--- config.mk ---
export PLATFORM = sky130hd
export DESIGN_NAME = opb_register_bank_ppc2user
export DESIGN_NICKNAME = d
export VERILOG_FILES = /design/src/rtl/opb_register_bank_ppc2user.sv
export SDC_FILE = /design/constraint.sdc
export NUM_CORES = 1
export LEC_CHECK = 0
export CORE_AREA = 4 4 128 130
export DETAILED_ROUTE_END_ITERATION = 7
export DIE_AREA = 0 0 132 134
export GPL_TIMING_DRIVEN = 1
export PLACE_DENSITY = 0.82
export SLEW_MARGIN = 20
export SYNTH_ARGS = -nofsm -noshare
export SYNTH_HDL_FRONTEND = slang
export SYNTH_SLANG_ARGS = --single-unit
--- constraint.sdc ---
create_clock -name OPB_Clk -period 6.3 [get_ports OPB_Clk]
set_input_delay 0.63 -clock OPB_Clk [delete_from_list [all_inputs] [get_ports OPB_Clk]]
set_output_delay 0.63 -clock OPB_Clk [all_outputs]
set_load 0.02 [all_outputs]
--- src/rtl/opb_register_bank_ppc2user.sv ---
// OPB slave bank of C_NUM_REGS software-writable 32-bit control registers exposed to user logic,
// with byte-enable writes, readback, per-register update strobes and optional self-clearing pulse mode.
module opb_register_bank_ppc2user #(
  parameter logic [31:0] C_BASEADDR   = 32'h010B2200,
  parameter logic [31:0] C_HIGHADDR   = 32'h010B22FF,
  parameter int          C_OPB_AWIDTH = 32,
  parameter int          C_OPB_DWIDTH = 32,
  parameter int          C_NUM_REGS   = 4,
  parameter logic [63:0] C_PULSE_MASK = 64'h0,
  parameter int          C_PULSE_LEN  = 1,
  parameter              C_FAMILY     = "virtex5"
) (
  input  logic                          OPB_Clk,
  input  logic                          OPB_Rst,
  input  logic [0:C_OPB_AWIDTH-1]       OPB_ABus,
  input  logic [0:C_OPB_DWIDTH/8-1]     OPB_BE,
  input  logic [0:C_OPB_DWIDTH-1]       OPB_DBus,
  input  logic                          OPB_RNW,
  input  logic                          OPB_select,
  input  logic                          OPB_seqAddr,
  output logic [0:C_OPB_DWIDTH-1]       Sl_DBus,
  output logic                          Sl_errAck,
  output logic                          Sl_retry,
  output logic                          Sl_toutSup,
  output logic                          Sl_xferAck,
  output logic [32*C_NUM_REGS-1:0]      user_data_out,
  output logic [C_NUM_REGS-1:0]         user_strobe
);

  // OPB numbers bits MSB-first; positional assignment maps bit 0 onto bit 31.
  logic [31:0]           addr;
  logic [31:0]           wdata;
  logic [3:0]            be;
  logic [31:0]           offset;
  logic [31:0]           idx;
  logic [31:0]           read_val;
  logic [31:0]           rdata_q;
  logic                  ack_q;
  logic                  in_range;
  logic                  hit;
  logic [C_NUM_REGS-1:0] wr_en;
  logic [31:0]           regs [C_NUM_REGS];
  logic [7:0]            cnt  [C_NUM_REGS];
  logic                  unused_inputs;

  assign addr          = OPB_ABus;
  assign wdata         = OPB_DBus;
  assign be            = OPB_BE;
  assign in_range      = (addr >= C_BASEADDR) && (addr <= C_HIGHADDR);
  assign hit           = OPB_select && in_range && !ack_q;
  assign offset        = addr - C_BASEADDR;
  assign idx           = {2'b00, offset[31:2]};
  assign unused_inputs = OPB_seqAddr ^ (^offset[1:0]);

  function automatic logic [31:0] merge_bytes(input logic [31:0] cur, input logic [31:0] data,
                                              input logic [3:0] en);
    logic [31:0] merged;
    for (int b = 0; b < 4; b++) begin
      merged[8*b +: 8] = en[b] ? data[8*b +: 8] : cur[8*b +: 8];
    end
    return merged;
  endfunction

  // Indices beyond C_NUM_REGS match no register: reads give 0 and writes are dropped.
  always_comb begin
    read_val = '0;
    wr_en    = '0;
    for (int i = 0; i < C_NUM_REGS; i++) begin
      if (idx == 32'(i)) begin
        read_val = regs[i];
        wr_en[i] = hit && !OPB_RNW;
      end
    end
  end

  always_ff @(posedge OPB_Clk) begin
    if (OPB_Rst) begin
      ack_q       <= 1'b0;
      rdata_q     <= '0;
      user_strobe <= '0;
      for (int i = 0; i < C_NUM_REGS; i++) begin
        regs[i] <= '0;
        cnt[i]  <= '0;
      end
    end else begin
      ack_q       <= hit;
      rdata_q     <= (hit && OPB_RNW) ? read_val : 32'h0;
      user_strobe <= wr_en;
      for (int i = 0; i < C_NUM_REGS; i++) begin
        if (wr_en[i]) begin
          regs[i] <= merge_bytes(regs[i], wdata, be);
          if (C_PULSE_MASK[i]) cnt[i] <= 8'(C_PULSE_LEN);
        end else if (C_PULSE_MASK[i] && cnt[i] != 8'd0) begin
          // Last hold cycle: drop the pulse register back to idle.
          cnt[i] <= cnt[i] - 8'd1;
          if (cnt[i] == 8'd1) regs[i] <= '0;
        end
      end
    end
  end

  for (genvar g = 0; g < C_NUM_REGS; g++) begin : g_out
    assign user_data_out[32*g +: 32] = regs[g];
  end

  assign Sl_DBus    = rdata_q;
  assign Sl_xferAck = ack_q;
  assign Sl_errAck  = 1'b0;
  assign Sl_retry   = 1'b0;
  assign Sl_toutSup = 1'b0;

endmodule

# After elaboration in Yosys (flattened, before gate mapping)
# Memories as Yosys holds them, arrays and structs flattened.
# Cells that the tools add are included.
[totals]
reg_bits = 37
mem_bits_rw = 128
input_bits = 73
out_inout_bits = 168
wordCells = 66
n_memories = 1
[op_classes]
add_sub_neg = 1
magnitude_cmp = 2
eq_ne = 3
muxes = 42
bitwise_logic = 5
reduce_logical = 9
[memory_table]
columns = ["name", "words", "word_bits", "read_ports", "rd_clocked_by_memory_dff", "write_ports", "line_no", "source"]
rows = [
  ["regs", 4, 32, 4, 0, 4, "42", "logic [31:0] regs [C_NUM_REGS];"],
]
[op_table]
columns = ["cell", "n"]
rows = [
  ["2-to-1 mux 32 bit", 8],
  ["2-to-1 mux 8 bit", 16],
  ["equality test 30 x 2 -> 1 bit, second input constant", 2],
  ["greater-or-equal comparator 32 x 25 -> 1 bit, second input constant", 1],
  ["<= comparator 32 x 25 -> 1 bit, second input constant", 1],
  ["logical NOT 32 bit", 1],
  ["subtractor 32 x 25 -> 32 bit, second input constant", 1],
  ["equality test 30 x 1 -> 1 bit, second input constant", 1],
  ["2-to-1 mux 1 bit", 18],
  ["logical AND 1 bit", 5],
  ["bitwise OR 1 bit", 4],
  ["logical NOT 1 bit", 2],
  ["OR reduction 2 bit", 1],
  ["NOT 1 bit", 1],
]

# Depth between registers and ports, before layout
# Gate-level depths: netlist (run 1).
[logic_depth]
ltp_word = 10
ltp_mapped = 10
mapped_depth_nobuf = 8

# Worst setup path before layout (run 1)
# No wires, ideal clock.
[synth_timing]
kind = "input to register"
startpoint = "input OPB_ABus[22] (netlist bit)"
endpoint = "register rdata_q[20], in the netlist Sl_DBus[11]"
setup_ns = 0.060
arrival_ns = 2.985
required_ns = 6.240
setup_slack_ns = 3.255
stages = 10
path_buffers = 2
path_cell_list = "inv_1 ha_1 or3b_1 a211o_1 a2111oi_4 xnor2_1 and4_1 clkbuf_1 clkbuf_1 o2111a_1"
[synth_via]
elab_chain_len = 7
elab_cells_between_ends = 17
classes_between = "add/sub (1); order compare (2); eq/ne (3); mux (4); bitwise (1); reduce/logical (6)"
[synth_rtl]
columns = ["item", "line_no", "source"]
rows = [
  ["from (decl)", "15", "input logic [0:C_OPB_AWIDTH-1] OPB_ABus,"],
  ["branches (longest 7 deep; another with subtractor 32 x 25 -> 32 bit)", "--", ""],
  ["to (signal assigned)", "87", "rdata_q <= (hit && OPB_RNW) ? read_val : 32'h0;"],
  ["to (decl)", "37", "logic [31:0] rdata_q;"],
]
# Several ways; the timed one is not identified.
# A chain may end at the register's enable or synchronous reset.

==> impl_metrics.csv, run 1 <==
group,metric,value,unit
pwr,irDropWorstVdd,0.152,mV
placed_design,post-dp-hpwl,16400,µm
route,wirelength,23500,µm
route,postRouteAntennaNets,0,
yosys,synth_area,7490,µm²
die,start_util,0.494,
min_path,hp-start,"regs[3][27]",
setup_path,cp.arrival,4200,ps
die,core,15100,µm²
yosys,synth_cells,578,
grt,grt_max_degree,56,
timing,post-route-period-util,0.620,
setup_path,startpoint_type,"primary input",
cts,cts_buffers,17,
grt,first_global_vias,6061,
cts,ctsHoldBuffers,0,
grt,grtUsageMet2,0.440,
final_layout,fillers,1036,
pwr,power_density,246,nW/µm²
route,route.detailed.drc,0,
timing,setup_viol_count_final,0,
placed_design,io_buffer_count,236,
cts,cts_sinks,165,
cts,clk_pin_slew_worst_paths,60,ps
yosys,synthArstFlopShare,0,
setup_path,crit_path_end_kind,"flop",
final_layout,nets,869,
timing,whs,565,ps
timing,final.min_clock_period,3910,ps
yosys,synth-edff-count,128,
grt,grtUsageMet1,0.310,
die,die_y,134,µm
final_layout,mostFrequentLayoutCells,"clkdlybuf4s50_1 (234), and2_1 (129), edfxtp_1 (128)",
outcome,status,"complete, no violations",
setup_path,critPathMaxFanout,21,
cts,cts_buffer_depth,2,
final_layout,multi_input_area,2680,µm²
placed_design,placed_area,9910,µm²
timing,hold_violations,0,
timing,slew_headroom,0.291,
yosys,ys_seq_area_frac,0.612,
setup_path,worstPathRequired,6590,ps
cts,cts_setup_buffers,0,
setup_path,r2r_slack,3170,ps
final_layout,syn_to_final_growth,40.1,%
timing,fmax,256,MHz
route,drt_iter0_markers,394,
route,first_pass_iters,5,
setup_path,criticalPathCategory,"primary input to flop",
setup_path,r2r-start,"Sl_xferAck",
cts,clk_latency,430,ps
route,routedWlPerCell,23.6,µm
min_path,hold_class,"flop to flop",
setup_path,r2r-end,"regs[3][28]",
flow_run,drv_cap,0,
final_layout,ff_latch_area,4580,µm²
die,rows,45,
yosys,syn_area_per_cell,13.0,µm²
pwr,power.leakage,3.69,nW
grt,busiest_layer,"met2",
route,via_per_inst,5.88,
die,die_area,17700,µm²
cts,root_buffer,"clkbuf_16",
grt,grt_use_total,0.257,
min_path,min_to,"Sl_DBus[4]",
timing,slew_violations,0,
yosys,synth_cell_type_count,58,
die,ioPinCount,241,
grt,grt_pass1_wl,34800,µm
cts,cts_resized,0,
timing,tns,0,ps
timing,skew,9.73,ps
min_path,min_path_cells,1,
yosys,ys_warn_count,0,
final_layout,drive_gt1_frac,0.0916,
grt,antenna_found_initial,3,
placed_design,gp_congestion,0.968,
final_layout,final_area,10500,µm²
timing,rsz0062_at_grt,"false",
cts,cts_tree,"done",
setup_path,reg2reg_depth,7,
final_layout,layout_commonest_cell,"clkdlybuf4s50_1",
timing,tightest_slew,1060,ps
yosys,ys_seq_elements,165,
die,die_w,132,µm
cts,h-tree-depth,4,
yosys,yosys_most_used_dff,"edfxtp_1",
grt,grt.overflow.total,0,
grt,met3_usage,0.0705,
route,route.vias.total,5866,
synth_stat cells (all sizes together) (4+ instances only):
cell type    n  area, µm²
and2       129        807
edfxtp     128       3840
o21ai       38        190
dfxtp       37        741
buf         27        163
nor3        23        138
clkbuf      20       75.1
mux2i       19        190
o2111a      17        191
a2111oi     16        211
mux2        15        169
o22ai       15       93.8
nand2       10       37.5
a21o         8       60.1
a31o         8       70.1
nor2         6       22.5
nor2b        6       37.5
nor4         6       50.0
o211ai       4       35.0
flip-flops by register name, summed over array words and instances, names as in the netlist:
register,count
user_strobe,4
Sl_DBus,32
Sl_xferAck,1
regs,128
metal layers:
layer | up-vias | share of wire
met2 | 335 | 0.49
li1 | 2619 | -
met5 | - | 0.0012
met1 | 2856 | 0.39
met3 | 52 | 0.084
met4 | 4 | 0.034
final cells by class:
type | instances | share of cell area
antenna | 1 | 0.000239
clock buffer | 21 | 0.0420
clock inverter | 11 | 0.0126
inverter | 3 | 0.00107
multi-input combinational | 365 | 0.255
sequential | 165 | 0.437
tap | 188 | 0.0224
timing repair buffer | 243 | 0.229
power by group:
group / leakage (nW) / internal, mW / switching, mW
Combinational: 1.89 / 0.144 / 0.177
Clock: 0.279 / 0.618 / 0.402
Sequential: 1.51 / 1.21 / 0.0277
Total: 3.69 / 1.97 / 0.606
per-stage QoR:
step	setup WS [ps]	util	power [mW]	instances
final	2390	0.693	2.58	997
after global routing	2320	0.693	2.65	997
after CTS	2480	0.692	2.58	996
after detailed placement	2020	0.655	1.58	964
after global placement	2150	0.655	1.57	964
after floorplan	3250	-	1.40	580
cells by family (layout without fill, tap and decap cells):
kind of cell,after synthesis,count (layout),share of synthesized area
AO/OA/AOI/OAI,122,122,0.131
XOR/XNOR,3,3,0.00351
adder cells (fa/ha/maj),1,1,0.00167
buffers and inverters,50,278,0.0333
flip-flops,165,165,0.612
multiplexers,34,34,0.0480
other,1,4,0.000501
AND/OR/NAND/NOR,202,202,0.169
worst max-delay path, cell delays in order:
cell and delay, ps:
clkdlybuf4s50_1 790, nor4_1 410, nand3_1 110, or3_1 440
or4_4 640, nor3_4 630, buf_4 360, and2_1 170
worst max-delay path by stage:
stage                  from     endpoint  slack, ps  cells past startpoint
2_1_floorplan  OPB_ABus[22]  Sl_DBus[11]       3250                     10
3_3_place_gp    OPB_ABus[5]   regs[3][5]       2150                      8
3_5_place_dp        OPB_Rst  regs[3][28]       2020                      8
4_1_cts             OPB_Rst  regs[3][28]       2480                      8
5_1_grt             OPB_Rst  regs[3][28]       2320                      8
6_report            OPB_Rst  regs[3][28]       2390                      8
(Power assumes the default switching activity.)
==> inputs of run 2 (changes only) <==
- CORE_AREA: 4 4 128 130 -> 4 4 132 134
- DIE_AREA: 0 0 132 134 -> 0 0 136 138
- PLACE_DENSITY: 0.82 -> 0.78
- clock period: 6.3 -> 4.1 ns (I/O delays scaled with it)
==> impl_metrics.csv, run 2 (same netlist as run 1, synthesis figures left out) <==
group,metric,value,unit
route,route.vias.total,5812,
cts,cts_buffers,17,
cts,root_buffer,"clkbuf_16",
cts,cts_sinks,165,
final_layout,fillers,1202,
final_layout,multi_input_area,2680,µm²
setup_path,criticalPathCategory,"primary input to flop",
timing,post-route-period-util,0.805,
cts,clk_pin_slew_worst_paths,60,ps
die,die_y,138,µm
route,first_pass_iters,5,
setup_path,cp.arrival,3590,ps
grt,antenna_found_initial,4,
timing,slew_violations,0,
die,start_util,0.460,
die,ioPinCount,241,
cts,h-tree-depth,4,
placed_design,post-dp-hpwl,16900,µm
die,die_area,18800,µm²
setup_path,r2r-end,"regs[2][5]",
die,die_w,136,µm
timing,tns,0,ps
final_layout,largest-register,"regs",
min_path,hp-start,"OPB_ABus[29]",
cts,cts_buffer_depth,2,
grt,grt.overflow.total,0,
setup_path,cp-startpoint,"OPB_ABus[11]",
timing,final.min_clock_period,3300,ps
cts,clk_latency,420,ps
setup_path,crit_slowest_cell,"clkdlybuf4s50_1",
final_layout,mostFrequentLayoutCells,"clkdlybuf4s50_1 (234), and2_1 (129), edfxtp_1 (128)",
timing,slew_headroom,0.416,
setup_path,startpoint_type,"primary input",
route,wirelength,23100,µm
pwr,irDropWorstVdd,0.285,mV
grt,grt_pass1_wl,35000,µm
min_path,hold_class,"primary input to flop",
final_layout,ff_latch_area,4580,µm²
grt,grt_use_total,0.245,
flow_run,drv_cap,0,
setup_path,r2r_slack,1350,ps
cts,cts_resized,0,
min_path,min_path_cells,3,
route,routedWlPerCell,22.3,µm
pwr,power_density,379,nW/µm²
cts,ctsHoldBuffers,0,
setup_path,critPathMaxFanout,20,
pwr,power.leakage,3.78,nW
cts,cts_tree,"done",
setup_path,reg2reg_depth,8,
setup_path,cp_common_cell,"buf_4",
timing,tightest_slew,876,ps
setup_path,worstPathRequired,4390,ps
route,drt_iter0_markers,416,
setup_path,crit_path_end_kind,"flop",
timing,skew,5.72,ps
setup_path,r2r-start,"Sl_xferAck",
final_layout,instances_no_fill,1040,
setup_path,path_buf_inv,3,
outcome,status,"complete, no violations",
pwr,finalPower,4.04,mW
min_path,min_to,"Sl_DBus[23]",
final_layout,antenna_cells,0,
setup_path,crit_path_max_incr_delay,570,ps
die,core,16300,µm²
setup_path,cp_top_family,"simple AND/OR/NAND/NOR gates",
grt,first_global_vias,6007,
route,via_per_inst,5.59,
cts,cts_setup_buffers,0,
setup_path,cp_num_cells,9,
route,postRouteAntennaNets,0,
final_layout,drive_gt1_frac,0.111,
die,rows,47,
timing,fmax,303,MHz
setup_path,path_cells,"clkdlybuf4s50_1 > nor4_1 > nand4_1 > or3_1 > or4_4 > buf_4 > nor4b_4 > buf_4 > and2_1",
placed_design,gp_congestion,0.896,
final_layout,largest_reg_flops,128,
placed_design,dp_cells,1008,
timing,rsz0062_at_grt,"false",
placed_design,io_buffer_count,236,
final_layout,syn_to_final_growth,42.4,%
final_layout,nets,881,
route,route.detailed.drc,0,
final_layout,layout_commonest_cell,"clkdlybuf4s50_1",
timing,hold_violations,0,
grt,grt_max_degree,51,
timing,setup_viol_count_final,0,
[run 2: area by class of cell]
cell class	count	area share
Sequential cell	165	0.430
Timing Repair Buffer	255	0.234
Multi-Input combinational cell	365	0.251
Tap cell	220	0.0258
Clock inverter	9	0.00880
Inverter	3	0.00106
Clock buffer	23	0.0489
[run 2: worst register-to-register path, stage by stage, from the launching register on]
cell     delay [ps]
dfxtp_1         310
nor4_1          220
nand3_1         110
or3_1           450
or4_4           570
buf_4           250
nor4b_4         240
buf_4           290
and2_1          170
[run 2: worst max-delay path by stage]
stage,to,slack (ps)
2_1_floorplan,Sl_DBus[25],1270
3_3_place_gp,regs[1][28],460
3_5_place_dp,regs[2][24],400
4_1_cts,regs[2][28],840
5_1_grt,regs[2][15],620
6_report,regs[2][5],800
[run 2: power by group]
part	internal (mW)	total, mW	switching, mW
logic	0.223	0.491	0.268
registers	1.86	1.91	0.0429
clock network	1.01	1.64	0.625
total	3.10	4.04	0.935
[run 2: layer usage]
layer,up-vias,share of wire,GRT usage
li1,2638,-,-
met1,2812,0.39,0.299
met2,300,0.49,0.404
met3,54,0.090,0.0749
met4,8,0.031,0.0976
met5,-,0.0023,0
[run 2: through the flow]
| stage | utilization | setup slack (ps) | instance area [µm²] | hold WS (ps) |
|---|---|---|---|---|
| floorplan | - | 1270 | 7490 | 608 |
| global placement | 0.617 | 463 | 10000 | 545 |
| detailed placement | 0.617 | 400 | 10000 | 556 |
| CTS | 0.654 | 841 | 10700 | 371 |
| global route | 0.654 | 618 | 10700 | 405 |
| finish | 0.654 | 798 | 10700 | 387 |
==> inputs of run 3 (changes only) <==
- CORE_AREA: 4 4 132 134 -> 4 4 139 141
- DIE_AREA: 0 0 136 138 -> 0 0 143 145
- PLACE_DENSITY: 0.78 -> 0.74
- clock period: 4.1 -> 2.85 ns (I/O delays scaled with it)
==> impl_metrics.csv, run 3 (same netlist as run 1, synthesis figures left out) <==
group,metric,value,unit
final_layout,instances_no_fill,1104,
grt,first_global_vias,6524,
cts,root_buffer,"clkbuf_16",
grt,grt_max_degree,54,
pwr,power_density,504,nW/µm²
timing,worst_slack,119,ps
timing,slew_headroom,0.387,
route,routedWlPerCell,22.1,µm
route,route.vias.total,6102,
final_layout,mostFrequentLayoutCells,"clkdlybuf4s50_1 (234), and2_1 (129), edfxtp_1 (128)",
outcome,status,"complete, no violations",
die,die_area,20700,µm²
grt,antenna_found_initial,2,
min_path,hold_class,"flop to flop",
grt,grt_pass1_wl,36600,µm
timing,hold_violations,0,
route,wirelength,24400,µm
die,ioPinCount,241,
placed_design,dp_cells,1071,
die,core,18000,µm²
timing,slew_violations,0,
cts,cts_buffer_depth,2,
setup_path,critPathMaxFanout,10,
timing,whs,571,ps
setup_path,worstPathRequired,3150,ps
timing,rsz0062_at_grt,"false",
route,via_per_inst,5.53,
final_layout,multi_input_area,2700,µm²
final_layout,finalCoreUtilization,0.618,
pwr,power.leakage,4.02,nW
route,first_pass_iters,5,
final_layout,ff_latch_area,4580,µm²
setup_path,startpoint_type,"primary input",
route,postRouteAntennaNets,0,
cts,cts_setup_buffers,0,
die,die_y,145,µm
route,wl_met3,2090,µm
grt,grt_use_total,0.232,
timing,fmax,366,MHz
setup_path,cp.arrival,3030,ps
setup_path,criticalPathCategory,"primary input to flop",
timing,final.min_clock_period,2730,ps
flow_run,drv_cap,0,
placed_design,pre_cts_ws,-522,ps
die,rows,49,
final_layout,final_area,11100,µm²
cts,cts_sinks,165,
final_layout,largest_reg_flops,128,
placed_design,post-dp-hpwl,18100,µm
route,drt_iter0_markers,393,
final_layout,largest-register,"regs",
placed_design,gp_congestion,0.922,
final_layout,drive_gt1_frac,0.168,
cts,cts_buffers,17,
final_layout,fillers,1355,
placed_design,io_buffer_count,236,
timing,setup_viol_count_final,0,
timing,post-route-period-util,0.958,
route,met1_length,9500,µm
route,wl_met2,11900,µm
setup_path,crit_path_end_kind,"flop",
pwr,irDropWorstVdd,0.382,mV
final_layout,layout_commonest_cell,"clkdlybuf4s50_1",
cts,h-tree-depth,4,
route,route.detailed.drc,0,
final_layout,syn_to_final_growth,48.2,%
placed_design,placed_area,10500,µm²
grt,grt.overflow.total,0,
cts,cts_tree,"done",
final_layout,nets,935,
route,top_layer,"met5",
die,die_w,143,µm
cts,clk_latency,420,ps
timing,tightest_slew,919,ps
cts,clk_pin_slew_worst_paths,60,ps
die,start_util,0.417,
timing,skew,6.68,ps
## run 3: final timing paths
check | from | endpoint | slack, ps | depth (start not counted)
setup / recovery | OPB_ABus[21] | Sl_DBus[23] | 120 | 10
hold / removal | regs[3][6] | Sl_DBus[25] | 570 | 1
setup reg to reg | Sl_xferAck | regs[3][31] | 400 | 8
hold reg to reg | regs[3][6] | Sl_DBus[25] | 570 | 1
## run 3: report_power, final
group          switching, mW  internal [mW]
sequential            0.0656           2.68
combinational          0.401          0.368
clock                  0.902           1.17
total                   1.37           4.22
## run 3: per-layer routing
| layer | vias to the layer above | track usage |
|---|---|---|
| met5 | - | 0 |
| met1 | 2994 | 0.278 |
| met3 | 62 | 0.0691 |
| met4 | 2 | 0.105 |
| li1 | 2743 | - |
| met2 | 301 | 0.382 |
## run 3: timing repair
action	CTS	global route
pin swaps	0	2
endpoints found under the hold margin	0	0
hold buffers	0	0
endpoints found under the setup margin	1	9
gates resized for setup	2	5
## run 3: final cells by class
cell class,count,share of cell area
sequential,165,0.413
timing repair buffer,309,0.269
multi-input combinational,365,0.243
clock buffer,23,0.0431
tap,229,0.0258
clock inverter,9,0.00485
inverter,3,0.00102
antenna,1,0.000226
## run 3: critical path, cell delays in order
cell	delay, ps
clkdlybuf4s50_1	430
inv_1	80
ha_1	170
or3b_1	400
a211o_1	360
a2111oi_4	360
xnor2_1	180
nand4_1	190
buf_4	270
a2111oi_1	290
## run 3: stage by stage
stage | power (mW) | setup TNS, ps
3_3_place_gp | 3.54 | -30940
6_report | 5.59 | 0
4_1_cts | 5.61 | 0
3_5_place_dp | 3.55 | -43500
2_1_floorplan | 3.09 | 0
5_1_grt | 5.76 | 0
